File: src/rtl/spi_adc_reader.sv
// SPI reader for the 16-bit serial ADC: free-running SCLK, CS framing, MSB-first capture
// and extraction of the 8-bit sample carried in word[12:5].
module spi_adc_reader #(
  parameter int unsigned CLK_DIV       = 4,
  parameter int unsigned CS_HIGH_SCLKS = 1
) (
  input  logic        clk,
  input  logic        rst_n,
  input  logic        start,
  input  logic        SDO,
  output logic        SCLK,
  output logic        CS,
  output logic        busy,
  output logic [7:0]  data,
  output logic [15:0] word,
  output logic        data_valid,
  output logic        frame_err
);

  localparam int unsigned DivW = (CLK_DIV > 2) ? $clog2(CLK_DIV) : 1;
  localparam int unsigned GapW = (CS_HIGH_SCLKS > 1) ? $clog2(CS_HIGH_SCLKS) : 1;
  localparam logic [DivW-1:0] DivLast = DivW'(CLK_DIV - 1);
  localparam logic [GapW-1:0] GapLast = GapW'(CS_HIGH_SCLKS - 1);

  typedef enum logic [1:0] {StIdle, StArm, StShift, StGap} state_e;

  logic [DivW-1:0] div_cnt;
  logic            tick;
  logic            rise_evt;
  logic            fall_evt;

  state_e          state;
  logic [3:0]      bit_cnt;
  logic [15:0]     shift;
  logic [GapW-1:0] gap_cnt;
  logic [15:0]     next_word;

  assign tick      = (div_cnt == DivLast);
  assign rise_evt  = tick & ~SCLK;
  assign fall_evt  = tick & SCLK;
  assign next_word = {shift[14:0], SDO};

  // SCLK free-runs in every state so the peripheral always sees reload edges while idle.
  always_ff @(posedge clk or negedge rst_n) begin
    if (!rst_n) begin
      div_cnt <= '0;
      SCLK    <= 1'b1;
    end else if (tick) begin
      div_cnt <= '0;
      SCLK    <= ~SCLK;
    end else begin
      div_cnt <= div_cnt + 1'b1;
    end
  end

  always_ff @(posedge clk or negedge rst_n) begin
    if (!rst_n) begin
      state      <= StIdle;
      CS         <= 1'b1;
      busy       <= 1'b0;
      bit_cnt    <= '0;
      shift      <= '0;
      gap_cnt    <= '0;
      word       <= '0;
      data       <= '0;
      data_valid <= 1'b0;
      frame_err  <= 1'b0;
    end else begin
      data_valid <= 1'b0;
      unique case (state)
        StIdle: begin
          if (start) begin
            state <= StArm;
            busy  <= 1'b1;
          end
        end
        StArm: begin
          // CS drops on a rise so the first sampling rise is a full SCLK period later.
          if (rise_evt) begin
            CS      <= 1'b0;
            bit_cnt <= '0;
            state   <= StShift;
          end
        end
        StShift: begin
          if (rise_evt) begin
            shift   <= next_word;
            bit_cnt <= bit_cnt + 4'd1;
            if (bit_cnt == 4'd15) begin
              CS         <= 1'b1;
              word       <= next_word;
              data       <= next_word[12:5];
              frame_err  <= (|next_word[15:13]) | (|next_word[4:0]);
              data_valid <= 1'b1;
              gap_cnt    <= '0;
              state      <= StGap;
            end
          end
        end
        StGap: begin
          if (fall_evt) begin
            if (gap_cnt == GapLast) begin
              state <= StIdle;
              busy  <= 1'b0;
            end else begin
              gap_cnt <= gap_cnt + 1'b1;
            end
          end
        end
        default: begin
          state <= StIdle;
          busy  <= 1'b0;
          CS    <= 1'b1;
        end
      endcase
    end
  end

endmodule

File: config.mk
export PLATFORM = sky130hd
export DESIGN_NAME = spi_adc_reader
export DESIGN_NICKNAME = d
export VERILOG_FILES = /design/src/rtl/spi_adc_reader.sv
export SDC_FILE = /design/constraint.sdc
export NUM_CORES = 1
export LEC_CHECK = 0
export ABC_AREA = 1
export CORE_UTILIZATION = 56
export DETAILED_ROUTE_END_ITERATION = 10
export PLACE_DENSITY = 0.91
export SYNTH_ARGS = -nofsm -noshare
export SYNTH_HDL_FRONTEND = slang
export SYNTH_SLANG_ARGS = --single-unit
File: constraint.sdc
create_clock -name clk -period 2.6 [get_ports clk]
set_input_delay 0.52 -clock clk [delete_from_list [all_inputs] [get_ports clk]]
set_output_delay 0.52 -clock clk [all_outputs]
set_load 0.01 [all_outputs]
==> results.py <==
metrics = {
    "run_status": {
        "status": "completed",
    },
    "worst_setup_path": {
        "cp_top_family": "flip-flops",
        "worstReg2RegEnd": "bit_cnt[3]",
        "end_kind": "output port",
        "reg2reg_depth": 6,
        "crit_fanout": 5,
        "crit_required_ns": 2.08,
        "path_cells": "clkdlybuf4s50_1",
        "cp-start-kind": "flop",
        "path_buf_inv": 1,
        "max_stage_delay_ns": 0.60,
        "r2r_start": "state[0]",
        "rrSetupSlack_ns": 0.80,
        "worstSetupPathType": "reg -> out",
        "cp_slowest_cell": "dfstp_2",
        "critPathArrivalTime_ns": 1.50,
    },
    "hold_path": {
        "hold_path.class": "in -> async",
    },
    "timing": {
        "finalSetupViolations": 0,
        "finalHoldWorstSlack_ns": 0.273,
        "final_hold_viol_count": 0,
        "tns_ns": 0,
        "slew_headroom": 0.398,
        "drv_slew": 0,
        "rsz0062_at_grt": "no",
        "worst_slew_pin_slew_ns": 0.903,
        "fmax_mhz": 494,
        "fin_crit_ns": 2.02,
        "post-route-period-util": 0.778,
        "clock-skew-final_ns": 0.00769,
    },
    "power": {
        "p_sw_frac": 0.305,
        "combPwrFrac": 0.211,
        "ir_drop_uv": 583,
        "power_density_nw_per_um2": 678,
        "p_int_w": 0.00108,
        "p_switching_w": 0.000474,
        "total_power_w": 0.00155,
        "sequentialPowerShare": 0.521,
        "power_frac_clock": 0.268,
        "p_leak_nw": 1.23,
    },
    "grt": {
        "overflow": 0,
        "grt_antenna_before_repair": 0,
        "grt_pass1_wl_mm": 5.54,
        "track_usage": 0.212,
        "grt_max_degree": 45,
        "grt_pass1_vias": 1352,
    },
    "logic_synthesis": {
        "synth_top_area_share": 0.542,
        "synth_fp_nets": 229,
        "avgSynthCellArea_um2": 8.90,
        "seq_area_frac_synth": 0.569,
        "synth.top_cells.by_area": "dfrtp_1, nand2_1, ha_1, buf_4, inv_1",
        "postSynthCellCount": 218,
        "ys_types": 22,
        "syn_area_um2": 1940,
        "synth_seq_cells": 44,
        "ys.warnings.count": 0,
        "yosysTopAreaCell": "dfrtp_1",
    },
    "die": {
        "coreArea_um2": 3340,
        "die-area_um2": 3700,
        "fp.dieH_um": 60.9,
        "die_w_um": 60.9,
        "rows": 21,
        "ios": 33,
        "start_util": 0.581,
    },
    "route": {
        "vias": 1401,
        "dr.pass1.iters": 4,
        "drt_iter0_markers": 52,
        "vias_per_cell": 4.81,
        "drc": 0,
        "avgRoutedWirePerCell_um": 11.7,
        "wl_mm": 3.41,
        "final_antenna_net_count": 0,
    },
    "finish": {
        "instances_no_fill": 291,
        "multi_input_area_um2": 671,
        "utilization": 0.687,
        "seq_area_um2": 1100,
        "drive_above_1_share": 0.0694,
        "insertedDiodeCount": 0,
        "fill_cells": 271,
        "area_growth_pct": 18.3,
        "fin_nets": 255,
    },
    "clock_network": {
        "cts_tree": "built",
        "cts_buffers": 5,
        "cts_resized": 0,
        "worstSkewPairLatency_ns": 0.36,
        "clk_pin_slew_ns": 0.12,
        "clockBufferDepth": 2,
        "root_buffer": "clkbuf_4",
        "hold_buffers": 0,
        "post_cts_buffers": 0,
        "cts_sinks": 44,
        "htreeDepth": 2,
    },
    "placed_design": {
        "port_buffers": 32,
        "dp_cells": 283,
        "dp_hpwl_mm": 2.41,
        "place_congestion": 0.846,
    },
    "job": {
        "cap_violations": 0,
    },
}
==> cell usage after synthesis, drive strengths merged <==
master / number
buf: 11
clkbuf: 2
dfrtp: 42
dfstp: 2
ha: 7
inv: 18
nand2: 109
nand3: 4
nand4: 3
nor2: 6
o21ai: 11
o22ai: 1
or2: 1
xnor2: 1
==> cell usage in the layout (no fill, tap or decap), drive strengths merged <==
master / instances
nand4: 3
dfstp: 2
ha: 7
nand3: 4
o22ai: 1
nor2: 6
clkdlybuf4s50: 31
o21ai: 11
bufinv: 1
buf: 1
xnor2: 1
inv: 18
or2: 1
nand2: 109
clkbuf: 6
dfrtp: 42
clkinv: 1
==> stage by stage <==
| step | area [um^2] | worst slack [ns] |
|---|---|---|
| after detailed placement | 2220 | 0.809 |
| after floorplan | 1940 | 1.24 |
| after CTS | 2290 | 0.554 |
| final | 2290 | 0.576 |
| after global routing | 2290 | 0.527 |
| after global placement | 2220 | 0.959 |
==> power groups by stage <==
stage,clock [W],combinational (W),sequential (W)
3_5_place_dp,0,0.000326,0.000822
6_report,0.000416,0.000328,0.000810
4_1_cts,0.000425,0.000328,0.000809
5_1_grt,0.000455,0.000379,0.000817
3_3_place_gp,0,0.000297,0.000816
2_1_floorplan,0,0.000226,0.000813
==> flip-flops by register name (all words and copies together) (netlist names) <==
name	count
word	9
data_valid	1
div_cnt	2
SCLK	1
data	7
bit_cnt	4
frame_err	1
state	2
busy	1
CS	1
shift	15
==> layout make-up <==
type / instances / share of cell area
clock buffers: 6 / 0.0180
clock inverters: 2 / 0.0153
inverters: 18 / 0.0306
multi-input cells: 143 / 0.292
flip-flops and latches: 44 / 0.481
well taps: 46 / 0.0251
repair buffers: 32 / 0.137
==> per-layer routing <==
layer	global-route usage	part of all wire	wire length (um)	up-vias
li1	-	-	-	707
met1	0.243	0.41	1400	657
met2	0.358	0.53	1810	30
met3	0.0704	0.037	125	7
met4	0.104	0.023	78	0
met5	0	0	0	-
==> worst max-delay path by stage <==
stage                  start          to  depth (start not counted)
floorplan           state[0]     data[0]                          8
global placement    state[0]  bit_cnt[3]                          6
detailed placement  state[0]  bit_cnt[3]                          6
CTS                     SCLK        SCLK                          1
global route            SCLK        SCLK                          1
finish                  SCLK        SCLK                          1
==> kinds of logic (layout without fill, tap and decap cells) <==
kind of cell	Yosys count	after routing	share of synthesized area
AOI/OAI and AO/OA	12	12	0.0316
xor gates and xnor gates	1	1	0.00452
adders and majority gates	7	7	0.0452
buffers and inverters	31	58	0.0852
DFF	44	44	0.569
and+or+nand+nor	123	123	0.265
No activity file was read; power rests on OpenSTA's default activity.
